===== src/rtl/alu_seq.sv =====
// Registered WIDTH-bit ALU with valid/ready handshake, x86-style flags and an
// iterative shift-add multiplier. Single-cycle ops complete at the accepting edge.
module alu_seq #(
    parameter int WIDTH = 8
) (
    input  logic             clk,
    input  logic             rst_n,
    input  logic             in_valid,
    output logic             in_ready,
    input  logic [3:0]       op,
    input  logic [WIDTH-1:0] input_x,
    input  logic [WIDTH-1:0] input_y,
    output logic             out_valid,
    output logic [WIDTH-1:0] alu_b,
    output logic             CF,
    output logic             AF,
    output logic             ZF,
    output logic             SF,
    output logic             OF,
    output logic             busy
);

    localparam int CW = $clog2(WIDTH);
    localparam logic [CW-1:0]    LAST = CW'(WIDTH - 1);
    localparam logic [WIDTH-1:0] ONE  = {{(WIDTH-1){1'b0}}, 1'b1};

    localparam logic [3:0] OP_ADD = 4'h0, OP_SUB = 4'h1, OP_INC = 4'h2, OP_DEC = 4'h3,
                           OP_ADC = 4'h4, OP_SBB = 4'h5, OP_AND = 4'h6, OP_OR  = 4'h7,
                           OP_XOR = 4'h8, OP_NOT = 4'h9, OP_SHL = 4'hA, OP_SHR = 4'hB,
                           OP_SAR = 4'hC, OP_MUL = 4'hD, OP_CMP = 4'hE, OP_PASS = 4'hF;

    typedef enum logic [0:0] {IDLE = 1'b0, MUL = 1'b1} state_t;

    // Returns {cf, af, of, result}; cf is borrow for subtraction.
    function automatic logic [WIDTH+2:0] arith(input logic [WIDTH-1:0] a,
                                               input logic [WIDTH-1:0] b,
                                               input logic cin, input logic sub);
        logic [WIDTH:0]   s;
        logic [WIDTH-1:0] r;
        logic             ovf;
        if (sub) begin
            s = {1'b0, a} - {1'b0, b} - {{WIDTH{1'b0}}, cin};
        end else begin
            s = {1'b0, a} + {1'b0, b} + {{WIDTH{1'b0}}, cin};
        end
        r = s[WIDTH-1:0];
        if (sub) begin
            ovf = (a[WIDTH-1] ^ b[WIDTH-1]) & (r[WIDTH-1] ^ a[WIDTH-1]);
        end else begin
            ovf = ~(a[WIDTH-1] ^ b[WIDTH-1]) & (r[WIDTH-1] ^ a[WIDTH-1]);
        end
        return {s[WIDTH], a[4] ^ b[4] ^ r[4], ovf, r};
    endfunction

    state_t              state_r, next_state_s;
    logic [CW-1:0]       cnt_r;
    logic [2*WIDTH-1:0]  acc_r, mcand_r, prod_s;
    logic [WIDTH-1:0]    mplier_r;
    logic [WIDTH-1:0]    alu_b_r;
    logic                cf_r, af_r, zf_r, sf_r, of_r, out_valid_r;

    logic [WIDTH-1:0]    b_op_s, res_s, fres_s;
    logic                cin_s, sub_s, wr_s, cf_s, af_s, of_s;
    logic [WIDTH+2:0]    ar_s;
    logic                accept_s, mul_done_s;

    // State register.
    always_ff @(posedge clk or negedge rst_n) begin
        if (!rst_n) begin
            state_r <= IDLE;
        end else begin
            state_r <= next_state_s;
        end
    end

    // Next-state logic: MUL runs WIDTH iterations, finishing on the last one.
    always_comb begin
        next_state_s = state_r;
        accept_s     = in_valid & (state_r == IDLE);
        mul_done_s   = (state_r == MUL) && (cnt_r == LAST);
        case (state_r)
            IDLE: begin
                if (accept_s && (op == OP_MUL)) begin
                    next_state_s = MUL;
                end else begin
                    next_state_s = IDLE;
                end
            end
            MUL: begin
                if (mul_done_s) begin
                    next_state_s = IDLE;
                end else begin
                    next_state_s = MUL;
                end
            end
            default: next_state_s = IDLE;
        endcase
    end

    // Single-cycle result and flags; fres_s is the value ZF/SF are taken from.
    always_comb begin
        b_op_s = input_y;
        cin_s  = 1'b0;
        sub_s  = 1'b0;
        case (op)
            OP_SUB, OP_CMP: sub_s = 1'b1;
            OP_INC:         b_op_s = ONE;
            OP_DEC:         begin b_op_s = ONE; sub_s = 1'b1; end
            OP_ADC:         cin_s = cf_r;
            OP_SBB:         begin cin_s = cf_r; sub_s = 1'b1; end
            default:        b_op_s = input_y;
        endcase
        ar_s = arith(input_x, b_op_s, cin_s, sub_s);

        res_s = ar_s[WIDTH-1:0];
        cf_s  = ar_s[WIDTH+2];
        af_s  = ar_s[WIDTH+1];
        of_s  = ar_s[WIDTH];
        wr_s  = 1'b1;
        case (op)
            OP_ADD, OP_SUB, OP_ADC, OP_SBB: wr_s = 1'b1;
            OP_INC, OP_DEC: cf_s = cf_r;
            OP_CMP:  wr_s = 1'b0;
            OP_AND:  begin res_s = input_x & input_y; {cf_s, af_s, of_s} = 3'b000; end
            OP_OR:   begin res_s = input_x | input_y; {cf_s, af_s, of_s} = 3'b000; end
            OP_XOR:  begin res_s = input_x ^ input_y; {cf_s, af_s, of_s} = 3'b000; end
            OP_NOT:  begin res_s = ~input_x;          {cf_s, af_s, of_s} = 3'b000; end
            OP_PASS: begin res_s = input_y;           {cf_s, af_s, of_s} = 3'b000; end
            OP_SHL: begin
                res_s = {input_x[WIDTH-2:0], 1'b0};
                cf_s  = input_x[WIDTH-1];
                af_s  = 1'b0;
                of_s  = input_x[WIDTH-2] ^ input_x[WIDTH-1];
            end
            OP_SHR: begin
                res_s = {1'b0, input_x[WIDTH-1:1]};
                cf_s  = input_x[0];
                af_s  = 1'b0;
                of_s  = input_x[WIDTH-1];
            end
            OP_SAR: begin
                res_s = {input_x[WIDTH-1], input_x[WIDTH-1:1]};
                cf_s  = input_x[0];
                af_s  = 1'b0;
                of_s  = 1'b0;
            end
            default: wr_s = 1'b1;
        endcase
        fres_s = res_s;
        prod_s = acc_r + (mplier_r[0] ? mcand_r : {(2*WIDTH){1'b0}});
    end

    // Datapath and output registers.
    always_ff @(posedge clk or negedge rst_n) begin
        if (!rst_n) begin
            cnt_r       <= {CW{1'b0}};
            acc_r       <= {(2*WIDTH){1'b0}};
            mcand_r     <= {(2*WIDTH){1'b0}};
            mplier_r    <= {WIDTH{1'b0}};
            alu_b_r     <= {WIDTH{1'b0}};
            {cf_r, af_r, zf_r, sf_r, of_r} <= 5'b00000;
            out_valid_r <= 1'b0;
        end else begin
            out_valid_r <= 1'b0;
            if (state_r == MUL) begin
                acc_r    <= prod_s;
                mcand_r  <= {mcand_r[2*WIDTH-2:0], 1'b0};
                mplier_r <= {1'b0, mplier_r[WIDTH-1:1]};
                cnt_r    <= cnt_r + {{(CW-1){1'b0}}, 1'b1};
                if (mul_done_s) begin
                    alu_b_r     <= prod_s[WIDTH-1:0];
                    cf_r        <= |prod_s[2*WIDTH-1:WIDTH];
                    of_r        <= |prod_s[2*WIDTH-1:WIDTH];
                    af_r        <= 1'b0;
                    zf_r        <= (prod_s[WIDTH-1:0] == {WIDTH{1'b0}});
                    sf_r        <= prod_s[WIDTH-1];
                    out_valid_r <= 1'b1;
                end
            end else if (accept_s) begin
                if (op == OP_MUL) begin
                    cnt_r    <= {CW{1'b0}};
                    acc_r    <= {(2*WIDTH){1'b0}};
                    mcand_r  <= {{WIDTH{1'b0}}, input_x};
                    mplier_r <= input_y;
                end else begin
                    if (wr_s) begin
                        alu_b_r <= res_s;
                    end
                    cf_r        <= cf_s;
                    af_r        <= af_s;
                    of_r        <= of_s;
                    zf_r        <= (fres_s == {WIDTH{1'b0}});
                    sf_r        <= fres_s[WIDTH-1];
                    out_valid_r <= 1'b1;
                end
            end
        end
    end

    assign in_ready  = (state_r == IDLE);
    assign busy      = (state_r == MUL);
    assign out_valid = out_valid_r;
    assign alu_b     = alu_b_r;
    assign CF        = cf_r;
    assign AF        = af_r;
    assign ZF        = zf_r;
    assign SF        = sf_r;
    assign OF        = of_r;

endmodule


===== config.mk =====
export PLATFORM = sky130hd
export DESIGN_NAME = alu_seq
export DESIGN_NICKNAME = d
export VERILOG_FILES = /design/src/rtl/alu_seq.sv
export SDC_FILE = /design/constraint.sdc
export NUM_CORES = 1
export LEC_CHECK = 0
export BUFFER_PORTS_ARGS = -buffer_cell sky130_fd_sc_hd__buf_4
export CORE_AREA = 10 10 111 113
export CTS_BUF_LIST = sky130_fd_sc_hd__clkbuf_8
export DETAILED_ROUTE_END_ITERATION = 6
export DIE_AREA = 0 0 121 123
export PLACE_DENSITY = 0.83
export REMOVE_ABC_BUFFERS = 1
export SYNTH_ARGS = -nofsm -noshare
export SYNTH_HDL_FRONTEND = slang
export SYNTH_SLANG_ARGS = --single-unit

===== constraint.sdc =====
create_clock -name clk -period 3.34 [get_ports clk]
set_input_delay 0.668 -clock clk [delete_from_list [all_inputs] [get_ports clk]]
set_output_delay 0.668 -clock clk [all_outputs]
set_load 0.03 [all_outputs]

Word level (Yosys, flattened, before mapping) --
Index checks and enable logic that the tools add are counted.
Cells by class: $add $sub $neg 6, equality and inequality tests 20, multiplexer cells 53, bitwise gates (word level) 14, reduce and logical (&&, ||, !) cells 18
Operator list (count):
- $mux 16 | 7
- $mux 8 | 9
- $pmux 8 s8 | 1
- $eq 4x4->1 const B | 8
- $mux 1 | 29
- $add 16x16->16 | 1
- $eq 4x3->1 const B | 4
- $logic_not 8->1 | 2
- $reduce_or 8->1 | 2
- $add 8x8->9 | 1
- $add 9x1->9 | 1
- $mux 3 | 3
- $mux 9 | 1
- $sub 8x8->9 | 1
- $sub 9x1->9 | 1
- $and 8x8->8 | 1
- $eq 4x2->1 const B | 2
- $not 8->8 | 1
- $or 8x8->8 | 1
- $reduce_and 4->1 | 2
- $xor 8x8->8 | 1
- $reduce_or 2->1 | 3
- $reduce_or 6->1 | 1
- $reduce_or 5->1 | 1
- 16 further kinds | 27
Word-level totals: register bits 58, input bits 23, word-level logic and storage cells 123

Longest topological paths before layout --
Gate-level depths: netlist of run 1.
word-level depth 13, depth in mapped cells 18

Worst setup path before layout of run 1 --
No wires, ideal clock.
kind input to register, start point in op[3], end point reg sf_r (netlist: SF), library setup time 0.125 ns, arrival time 3.876 ns, setup slack -0.661 ns, cell stages on the path 18, buffers on the path 5, path through buf_2 buf_2 buf_2 nor2_1 and2_1 clkbuf_1 nor2_1 ha_1 clkbuf_1 inv_1 ha_1 nor4b_1 a2111oi_0 a311oi_1 a221oi_1 o41ai_1 o21ai_0 mux2_2
On the way: word-level cells in the longest chain between the ends 10
Ends and longest elaborated chain:
- start: declaration | RTL line 10 | input logic [3:0] op,
- $eq 4x2->1 | RTL line 105 | case (op)
- $reduce_or 2->1 (no source line)
- $mux 8 | RTL line 105
- $add 8x8->9 / $sub 8x8->9 (equally long branches) | RTL line 44, 42
- $add 9x1->9 / $sub 9x1->9 (equally long branches) | RTL line 44, 42
- $mux 9 | RTL line 41 | if (sub) begin
- $pmux 8 s8 | RTL line 120 | case (op)
- $mux 1 | RTL line 180 | if (op == OP_MUL) begin
- $mux 1 | RTL line 179 | end else if (accept_s) begin
- $mux 1 | RTL line 165 | if (state_r == MUL) begin
- end signal: assignment | RTL line 176 | sf_r <= prod_s[WIDTH-1];
- end signal: assignment | RTL line 193 | sf_r <= fres_s[WIDTH-1];
- end: declaration | RTL line 60 | logic cf_r, af_r, zf_r, sf_r, of_r, out_valid_r;
Several ways; a longest one is shown, not always the timed one. The select of a mux whose other input is x is not followed. A chain may end at the register's enable or synchronous reset.

Worst setup path after layout of run 1 --
start point in op[3], end point reg zf_r (netlist: ZF)
On the way: word-level cells in the longest chain between the ends 11
Ends and longest elaborated chain:
- $eq 4x2->1 | RTL line 105
- $reduce_or 2->1 (no source line)
- $mux 8 | RTL line 105
- $add 8x8->9 / $sub 8x8->9 (equally long branches) | RTL line 44, 42
- $add 9x1->9 / $sub 9x1->9 (equally long branches) | RTL line 44, 42
- $mux 9 | RTL line 41
- $pmux 8 s8 | RTL line 120
- $logic_not 8->1 | RTL line 192 | zf_r <= (fres_s == {WIDTH{1'b0}});
- $mux 1 | RTL line 180
- $mux 1 | RTL line 179
- $mux 1 | RTL line 165
- end signal: assignment | RTL line 175 | zf_r <= (prod_s[WIDTH-1:0] == {WIDTH{1'b0}});
- end signal: assignment | RTL line 192
- end: declaration | RTL line 60
Several ways; a longest one is shown, not always the timed one. The select of a mux whose other input is x is not followed.

==> reports/metrics.cfg, run 1 <==
[die]
rows = 37
ioPinCount = 39
die_h_um = 123
dieArea_um2 = 14900
fp.coreArea_um2 = 10100
start_util = 0.536
die_x_um = 121

[timing]
final_max_slew_viol_count = 0
setup_slack_ns = 0.174
max_freq_ghz = 0.316
setup_tns_ns = 0
slew_headroom = 0.523
rsz0062_at_grt = false
finalSetupViolCount = 0
fin_crit_sh = 0.948
hold_viol = 0
hold_slack_ns = 0.389
finalClockSkew_ns = 0.0113
period_minus_slack_ns = 3.17
worst_slew_pin_slew_ns = 0.715

[setup_path]
r2r-start = mplier_r[0]
criticalPathCategory = in -> reg
crit_chain = buf_4, nor2_4, and2_4, nor2_1, ha_1, inv_1, ha_1, or4b_1, o2111ai_1, a311oi_2, a221oi_1, o41ai_1, nor3b_1, a21o_1
cp_data_arrival_time_ns = 3.38
rrSetupSlack_ns = 0.24
crit_required_ns = 3.56
cpMaxStageDelayCell = or4b_1
crit_path_max_incr_delay_ns = 0.50
reg2regPathDepth = 10
path_max_fanout = 6
r2r_end = OF
worst_setup_path_end_kind = flip-flop
startpoint_type = input pin
crit_top_cell = ha_1

[place]
dp_cells = 871
dpl_cell_area_um2 = 6250
place.gp.congestion = 0.938
portBuffers = 38
hpwl_um = 12900
dp_slack_ns = -0.368

[clock_tree]
cts_inserted_buffers = 9
insertion_delay_ns = 0.33
htreeDepth = 3
cts_tree = built
cts_buffer_depth = 2
postCtsSetupRepairBufs = 0
cts_resized = 1
cts_hold_buf = 0
clockRootBuffer = clkbuf_8
path_clk_slew_ns = 0.07
clock_sinks = 58

[routing]
num_vias = 5358
drc = 2
drtPass1Iterations = 7
dr.first_iter.drc_count = 547
routedWlPerCell_um = 19.0
via_per_inst = 6.04
ant_nets = 0
wirelength_um = 16800

[logic_synthesis]
yosys_warnings = 0
synth_top_area_frac = 0.267
synth.distinct_cells = 81
synth_cells = 664
async_flop_share = 1.00
ys.flop_type = dfrtp_1
yosysTopAreaCell = dfrtp_1
ys_seq_area_frac = 0.267
synthesis.area_um2 = 5430
synth.area.top_cells = dfrtp_1 27%, ha_1 12%, nand2_1 6.2%
synth.avg_cell_area_um2 = 8.18
synth_edf_count = 0
synth-seq-cells = 58

[power_and_ir_drop]
power_leakage_nw = 3.09
max-vdd-ir-drop_uv = 345
total_power_mw = 3.84
power_density_nw_per_um2 = 590

[grt]
grt_pass1_vias = 5269
overflow = 0
grt_max_degree = 78
grt_pass1_wl_um = 27800
antenna_found_initial = 0
grt.total_usage = 0.228

[finish]
mostFrequentLayoutCells = 105 x buf_4, 89 x nand2_1, 57 x dfrtp_1
postLayoutCoreUtil = 0.641
fin_area_um2 = 6500
num-fill-cells = 852
n_antenna_cell = 0
final_common_cell = buf_4
area_growth_pct = 19.7
finalNetCount = 828
drive_gt1_frac = 0.205
finalNonFillerCells = 887

[run]
cap_violations = 0

[outcome]
status = complete, but fails checks
failed_checks = DRC

[min_path]
hold_class = in -> async

synth_stat cells, drive strengths merged (8+ instances only):
library cell and instances:
xor2 8, a211oi 8, nor2 45, ha 54
nand2 89, nor3 12, o21ai 52, and2 19
buf 17, a21o 10, nand2b 12, a22o 11
clkbuf 18, dfrtp 58, xnor2 15, mux2i 10
a21oi 44, inv 42, nand3 16, o211ai 9
per-layer routing:
layer	up-vias	routed length, um	part of all wire	global-route usage
met5	-	0	0	0
met2	207	7980	0.47	0.378
met4	0	441	0.026	0.0769
met1	2574	7480	0.44	0.299
met3	34	925	0.055	0.0310
li1	2543	-	-	-
how the worst max path moves through the flow:
| stage | from | to | slack [ns] | depth (start not counted) |
|---|---|---|---|---|
| after floorplan | busy | alu_b[7] | -0.54 | 6 |
| after global placement | op[3] | SF | -0.30 | 14 |
| after detailed placement | op[3] | alu_b[7] | -0.37 | 14 |
| after CTS | op[3] | alu_b[7] | 0.06 | 14 |
| after global routing | op[3] | alu_b[6] | 0.001 | 14 |
| final | op[3] | ZF | 0.17 | 14 |
final cells by class:
type / count / area (um2) / share of cell area
Clock buffer: 10 / 138 / 0.0212
Clock inverter: 6 / 81.3 / 0.0125
Inverter: 43 / 161 / 0.0248
Multi-Input combinational cell: 528 / 3690 / 0.567
Sequential cell: 58 / 1450 / 0.223
Tap cell: 136 / 170 / 0.0262
Timing Repair Buffer: 106 / 808 / 0.124
state kept, by name, indices dropped and copies added, names as in the netlist:
register and flops:
acc_r 16, alu_b 8, mplier_r 8, OF 1, busy 1, SF 1
mcand_r 16, CF 1, ZF 1, out_valid 1, cnt_r 3, AF 1
cell families after synthesis:
group                    count (synthesis)  share of synthesized area
AO/OA/AOI/OAI                          202                      0.256
XOR/XNOR                                23                     0.0385
adder cells (fa/ha/maj)                 59                      0.143
buffers and inverters                   78                     0.0592
flip-flops                              58                      0.267
multiplexers                            15                     0.0309
AND/OR/NAND/NOR                        229                      0.205
critical path: cells and delay by family:
family	cells	cell delay, ns
compound gates	5	0.84
fa+ha+maj	2	0.60
buf+inv	2	0.19
simple gates	5	1.05
where the power goes:
group,internal (mW),switching [mW]
Sequential,0.962,0.202
Combinational,0.770,1.17
Clock,0.436,0.301
Note: power is estimated with default switching activity, not from simulation.
==> inputs of run 2 (changes only) <==
--- a/config.mk
+++ b/config.mk
@@ -6,11 +6,11 @@
 export NUM_CORES = 1
 export LEC_CHECK = 0
 export BUFFER_PORTS_ARGS = -buffer_cell sky130_fd_sc_hd__buf_4
-export CORE_AREA = 10 10 111 113
+export CORE_AREA = 10 10 146 148
 export CTS_BUF_LIST = sky130_fd_sc_hd__clkbuf_8
 export DETAILED_ROUTE_END_ITERATION = 6
-export DIE_AREA = 0 0 121 123
-export PLACE_DENSITY = 0.83
+export DIE_AREA = 0 0 156 158
+export PLACE_DENSITY = 0.56
 export REMOVE_ABC_BUFFERS = 1
 export SYNTH_ARGS = -nofsm -noshare
 export SYNTH_HDL_FRONTEND = slang
==> run 2 against run 1 <==
Compared with the run above:
- the run now ends clean
- flip-flop and latch count is the same
- register-to-register slack hardly changed
- power is 2.0% lower
- global-route usage decreased by 8.9 points
- clock skew grew 0.0028 ns
- clock power decreased by 9.1%
- first-iteration DRC count decreased by 35%
- hold slack worse by 0.035 ns
- setup slack hardly changed
- maximum frequency hardly changed
- cell count is 11% higher
- non-clock buffer count grew 4
==> reports/metrics.cfg, run 2 (synthesized netlist as in run 1, its figures left out) <==
[outcome]
status = finished clean

[place]
place.gp.congestion = 0.949  ; +1.2%
portBuffers = 38  ; unchanged
dp_slack_ns = -0.317  ; +0.0508 ns
hpwl_um = 13100  ; +1.1%

[clock_tree]
postCtsSetupRepairBufs = 0  ; unchanged
clockRootBuffer = clkbuf_8
insertion_delay_ns = 0.36  ; +0.03 ns
cts_tree = built
path_clk_slew_ns = 0.07  ; about the same
cts_inserted_buffers = 9  ; unchanged
cts_buffer_depth = 2  ; unchanged
htreeDepth = 3  ; unchanged
clock_sinks = 58  ; unchanged

[timing]
final_max_slew_viol_count = 0  ; unchanged
worst_slew_pin_slew_ns = 0.766  ; +0.0505 ns
rsz0062_at_grt = true
setup_slack_ns = 0.174  ; +0.000286 ns
period_minus_slack_ns = 3.17  ; -0.000286 ns
finalClockSkew_ns = 0.0141  ; +0.00280 ns
slew_headroom = 0.490  ; -0.0337
finalSetupViolCount = 0  ; unchanged
fin_crit_sh = 0.948  ; about the same
max_freq_ghz = 0.316  ; about the same
hold_viol = 0  ; unchanged

[grt]
grt_max_degree = 70  ; -10%
grt_pass1_vias = 5070  ; -3.8%
grt.total_usage = 0.139  ; -0.0885
grt_pass1_wl_um = 27700  ; -0.25%
overflow = 0  ; unchanged
antenna_found_initial = 0  ; unchanged

[routing]
drc = 0  ; -2
ant_nets = 0  ; unchanged
via_per_inst = 5.24  ; -13%
num_vias = 5187  ; -3.2%
dr.first_iter.drc_count = 358  ; -35%
wirelength_um = 16900  ; +0.24%
drtPass1Iterations = 4  ; -3
routedWlPerCell_um = 17.1  ; -10%

[power_and_ir_drop]
max-vdd-ir-drop_uv = 256  ; -26%
power_frac_seq = 0.313  ; +0.010
netSwitchingFraction = 0.436  ; +0.000591
internal-power_mw = 2.12  ; -2.1%
netSwitchingPower_mw = 1.64  ; -1.9%
total_power_mw = 3.76  ; -2.0%
power_density_nw_per_um2 = 566  ; -4.1%
power_leakage_nw = 3.11  ; +0.72%
combPwrFrac = 0.509  ; +0.004
power.share.clock = 0.178  ; -0.014

[finish]
n_antenna_cell = 0  ; unchanged
register_area_um2 = 1450  ; unchanged
multi_input_area_um2 = 3700  ; +0.34%
num-fill-cells = 1921  ; +130%
drive_gt1_frac = 0.211  ; +0.00554
top_regs = acc_r (16), mcand_r (16)
area_growth_pct = 22.4
final_common_cell = buf_4
finalNetCount = 832  ; +0.48%
mostFrequentLayoutCells = 109 x buf_4, 89 x nand2_1, 57 x dfrtp_1

[die]
die_x_um = 156  ; +29%
dieArea_um2 = 24600  ; +66%
ioPinCount = 39  ; unchanged
fp.coreArea_um2 = 18500  ; +82%
rows = 50  ; +35%
die_h_um = 158  ; +28%
start_util = 0.294  ; -0.241

[run]
cap_violations = 0  ; unchanged

[setup_path]
path_max_fanout = 6  ; unchanged
rrSetupSlack_ns = 0.24  ; about the same
r2r-start = mplier_r[0]
startpoint_type = input pin
worst_setup_path_end_kind = flip-flop
crit_required_ns = 3.59  ; +0.03 ns
r2r_end = OF
reg2regPathDepth = 10  ; unchanged
criticalPathCategory = in -> reg
cp_data_arrival_time_ns = 3.42  ; +0.04 ns

[min_path]
hold_class = in -> async

run 2: metrics by stage:
| stage | hold slack [ns] | std cells | setup TNS (ns) | cell area (um2) | util |
|---|---|---|---|---|---|
| after global routing | 0.441 | 989 | -0.0535 | 6640 | 0.360 |
| after CTS | 0.406 | 989 | 0 | 6600 | 0.358 |
| final | 0.354 | 989 | 0 | 6640 | 0.360 |
| after detailed placement | 0.467 | 973 | -1.84 | 6400 | 0.347 |
| after global placement | 0.467 | 973 | -1.37 | 6400 | 0.347 |
| after floorplan | 0.372 | 629 | -3.33 | 5270 | - |
run 2: final cells by class:
class,instances,share of cell area
clock buffers,11,0.0228
flip-flops and latches,58,0.219
multi-input cells,528,0.557
clock inverters,5,0.00697
inverters,43,0.0243
well taps,234,0.0441
repair buffers,110,0.126
run 2: worst max path at each step:
stage                     startpoint       end  cells past startpoint
after floorplan                 busy  alu_b[7]                      6
after global placement         op[3]        ZF                     15
after detailed placement       op[3]        ZF                     15
after CTS                      op[3]        ZF                     15
after global routing           op[3]        ZF                     15
final                          op[3]        ZF                     14
run 2: power groups by stage:
stage / combinational, mW / sequential, mW / clock [mW]
6_report: 1.91 / 1.18 / 0.670
5_1_grt: 2.14 / 1.21 / 0.715
4_1_cts: 1.92 / 1.18 / 0.692
3_5_place_dp: 1.92 / 1.19 / 0
3_3_place_gp: 1.90 / 1.19 / 0
2_1_floorplan: 0.983 / 1.34 / 0
run 2: layer usage:
metal  GRT usage  wire [um]  vias to the layer above
met4      0.0387        190                        0
met1       0.195       8340                     2481
met2       0.214       7480                      135
met5           0          0                        -
li1            -          -                     2556
met3      0.0255        860                       15
run 2: critical path: stages:
cell and delay, ns:
buf_4 0.12, nor2_2 0.14, and2_2 0.22, nor2_1 0.07, ha_1 0.31, inv_1 0.06, ha_1 0.30, or4b_1 0.51
o2111ai_1 0.12, a311oi_1 0.09, a221oi_1 0.32, o41ai_2 0.14, nor3b_1 0.16, a21o_1 0.18
run 2: what timing repair did:
item	CTS	global route
endpoints found under the setup margin	0	6
hold buffers	0	0
resized for setup	0	11
==> inputs of run 3 (changes only) <==
--- a/config.mk
+++ b/config.mk
@@ -6,11 +6,11 @@
 export NUM_CORES = 1
 export LEC_CHECK = 0
 export BUFFER_PORTS_ARGS = -buffer_cell sky130_fd_sc_hd__buf_4
-export CORE_AREA = 10 10 146 148
+export CORE_AREA = 10 10 128 130
 export CTS_BUF_LIST = sky130_fd_sc_hd__clkbuf_8
 export DETAILED_ROUTE_END_ITERATION = 6
-export DIE_AREA = 0 0 156 158
-export PLACE_DENSITY = 0.56
+export DIE_AREA = 0 0 138 140
+export PLACE_DENSITY = 0.67
 export REMOVE_ABC_BUFFERS = 1
 export SYNTH_ARGS = -nofsm -noshare
 export SYNTH_HDL_FRONTEND = slang
==> run 3 against run 2 <==
Compared with the run above:
- routed wire length decreased by 2.3%
- die area decreased by 22%
- highest routed layer unchanged
- combinational power about the same
- largest power group unchanged
- count of clock-buffer cells in the layout fell by 2
- hold slack better by 0.015 ns
- critical endpoint unchanged
- register-to-register slack worse by 0.05 ns
- clock skew decreased by 0.00087 ns
- non-clock buffer count down 5
- core utilization grew 12 points
- setup slack lost 0.013 ns
==> reports/metrics.cfg, run 3 (synthesized netlist as in run 1, its figures left out) <==
[clock_tree]
htreeDepth = 3  ; unchanged
cts_tree = built
insertion_delay_ns = 0.35  ; about the same
path_clk_slew_ns = 0.07  ; about the same
cts_hold_buf = 0  ; unchanged
clock_sinks = 58  ; unchanged
cts_buffer_depth = 2  ; unchanged
cts_inserted_buffers = 9  ; unchanged
clockRootBuffer = clkbuf_8

[finish]
area_growth_pct = 20.8
register_area_um2 = 1450  ; unchanged
n_antenna_cell = 0  ; unchanged
multi_input_area_um2 = 3710  ; +0.24%
num-fill-cells = 1400  ; -27%
mostFrequentLayoutCells = 104 x buf_4, 89 x nand2_1, 57 x dfrtp_1
drive_gt1_frac = 0.208  ; -0.00232
finalNetCount = 827  ; -0.60%
finalNonFillerCells = 929  ; -6.1%
top_regs = acc_r (16), mcand_r (16)
final_common_cell = buf_4
postLayoutCoreUtil = 0.476  ; +0.116

[routing]
drc = 0  ; unchanged
drtPass1Iterations = 5  ; +1
wirelength_um = 16500  ; -2.3%
num_vias = 5295  ; +2.1%
via_per_inst = 5.70  ; +8.7%
ant_nets = 0  ; unchanged
dr.first_iter.drc_count = 463  ; +29%
routedWlPerCell_um = 17.7  ; +4.0%

[power_and_ir_drop]
power_density_nw_per_um2 = 578  ; +2.0%
power_leakage_nw = 3.09  ; -0.95%
max-vdd-ir-drop_uv = 260  ; +1.7%

[timing]
rsz0062_at_grt = false
fin_crit_sh = 0.952  ; +0.00381
worst_slew_pin_slew_ns = 1.06  ; +0.293 ns
final_max_slew_viol_count = 0  ; unchanged
hold_viol = 0  ; unchanged
period_minus_slack_ns = 3.18  ; +0.0127 ns
hold_slack_ns = 0.369  ; +0.0153 ns
finalSetupViolCount = 0  ; unchanged
setup_slack_ns = 0.161  ; -0.0127 ns
finalClockSkew_ns = 0.0133  ; -0.000866 ns
slew_headroom = 0.294  ; -0.195
max_freq_ghz = 0.315  ; -0.40%

[place]
hpwl_um = 12900  ; -1.5%
dp_slack_ns = -0.418  ; -0.101 ns
dp_cells = 913  ; -6.2%
portBuffers = 38  ; unchanged
place.gp.congestion = 0.947  ; -0.21%

[die]
die_h_um = 140  ; -11%
ioPinCount = 39  ; unchanged
dieArea_um2 = 19300  ; -22%
die_x_um = 138  ; -12%
fp.coreArea_um2 = 13800  ; -25%
rows = 43  ; -14%
start_util = 0.394  ; +0.100

[setup_path]
path_max_fanout = 5  ; -1
startpoint_type = input pin
crit_required_ns = 3.58  ; about the same
cp_data_arrival_time_ns = 3.42  ; about the same
criticalPathCategory = in -> reg
worst_setup_path_end_kind = flip-flop

[run]
cap_violations = 0  ; unchanged

[grt]
grt_pass1_vias = 5402  ; +6.5%
overflow = 0  ; unchanged
grt.total_usage = 0.171  ; +0.0316
grt_pass1_wl_um = 27900  ; +0.77%
grt_max_degree = 74  ; +5.7%
antenna_found_initial = 0  ; unchanged

[min_path]
hold_class = in -> async

[outcome]
status = finished clean

==> run 3: what timing repair did <==
action / 4_1_cts / 5_1_grt
pin swaps: 0 / 2
buffers inserted: 0 / 1
gates resized for setup: 2 / 12
setup endpoints to repair: 3 / 7
==> run 3: worst paths after layout <==
kind	slack [ns]	from	end	cells past startpoint
max	0.16	op[3]	ZF	13
min	0.37	rst_n	acc_r[10]	1
max reg2reg	0.19	mplier_r[0]	OF	10
min reg2reg	0.48	alu_b[3]	alu_b[3]	2
max in group asynchronous	2.44	rst_n	busy	1
min in group clk	0.48	alu_b[3]	alu_b[3]	2
==> run 3: area by class of cell <==
| class | count | area share |
|---|---|---|
| clock buffer | 9 | 0.0189 |
| clock inverter | 6 | 0.0130 |
| tap | 180 | 0.0343 |
| timing repair buffer | 105 | 0.122 |
| sequential | 58 | 0.221 |
| inverter | 43 | 0.0246 |
| multi-input combinational | 528 | 0.566 |
==> run 3: where the power goes <==
part           internal (mW)  leakage (nW)  switching, mW
Combinational          0.772          2.21           1.15
Sequential             0.962         0.766          0.203
Clock                  0.412         0.106          0.285
==> run 3: routing by layer <==
| layer | part of all wire | vias to the layer above | track usage | wire [um] |
|---|---|---|---|---|
| li1 | - | 2541 | - | - |
| met1 | 0.45 | 2570 | 0.224 | 7500 |
| met2 | 0.47 | 160 | 0.279 | 7740 |
| met3 | 0.054 | 24 | 0.0257 | 891 |
| met4 | 0.022 | 0 | 0.0605 | 356 |
| met5 | 0 | - | 0 | 0 |
==> run 3: critical path, stage by stage <==
cell and delay (ns):
buf_4 0.14, nor2b_1 0.20, nand3b_1 0.14, buf_4 0.16
fa_2 0.36, fa_2 0.37, o21bai_1 0.13, a21oi_1 0.12
o31ai_2 0.30, mux2_2 0.37, o211ai_1 0.18, nor3b_1 0.09
a21o_1 0.18
==> run 3: metrics by stage <==
step / area [um2] / total power [mW] / TNS (ns)
detailed placement: 6290 / 3.07 / -2.36
global route: 6560 / 4.08 / 0
CTS: 6500 / 3.79 / 0
floorplan: 5270 / 2.32 / -3.33
finish: 6560 / 3.79 / 0
global placement: 6290 / 3.01 / -1.55
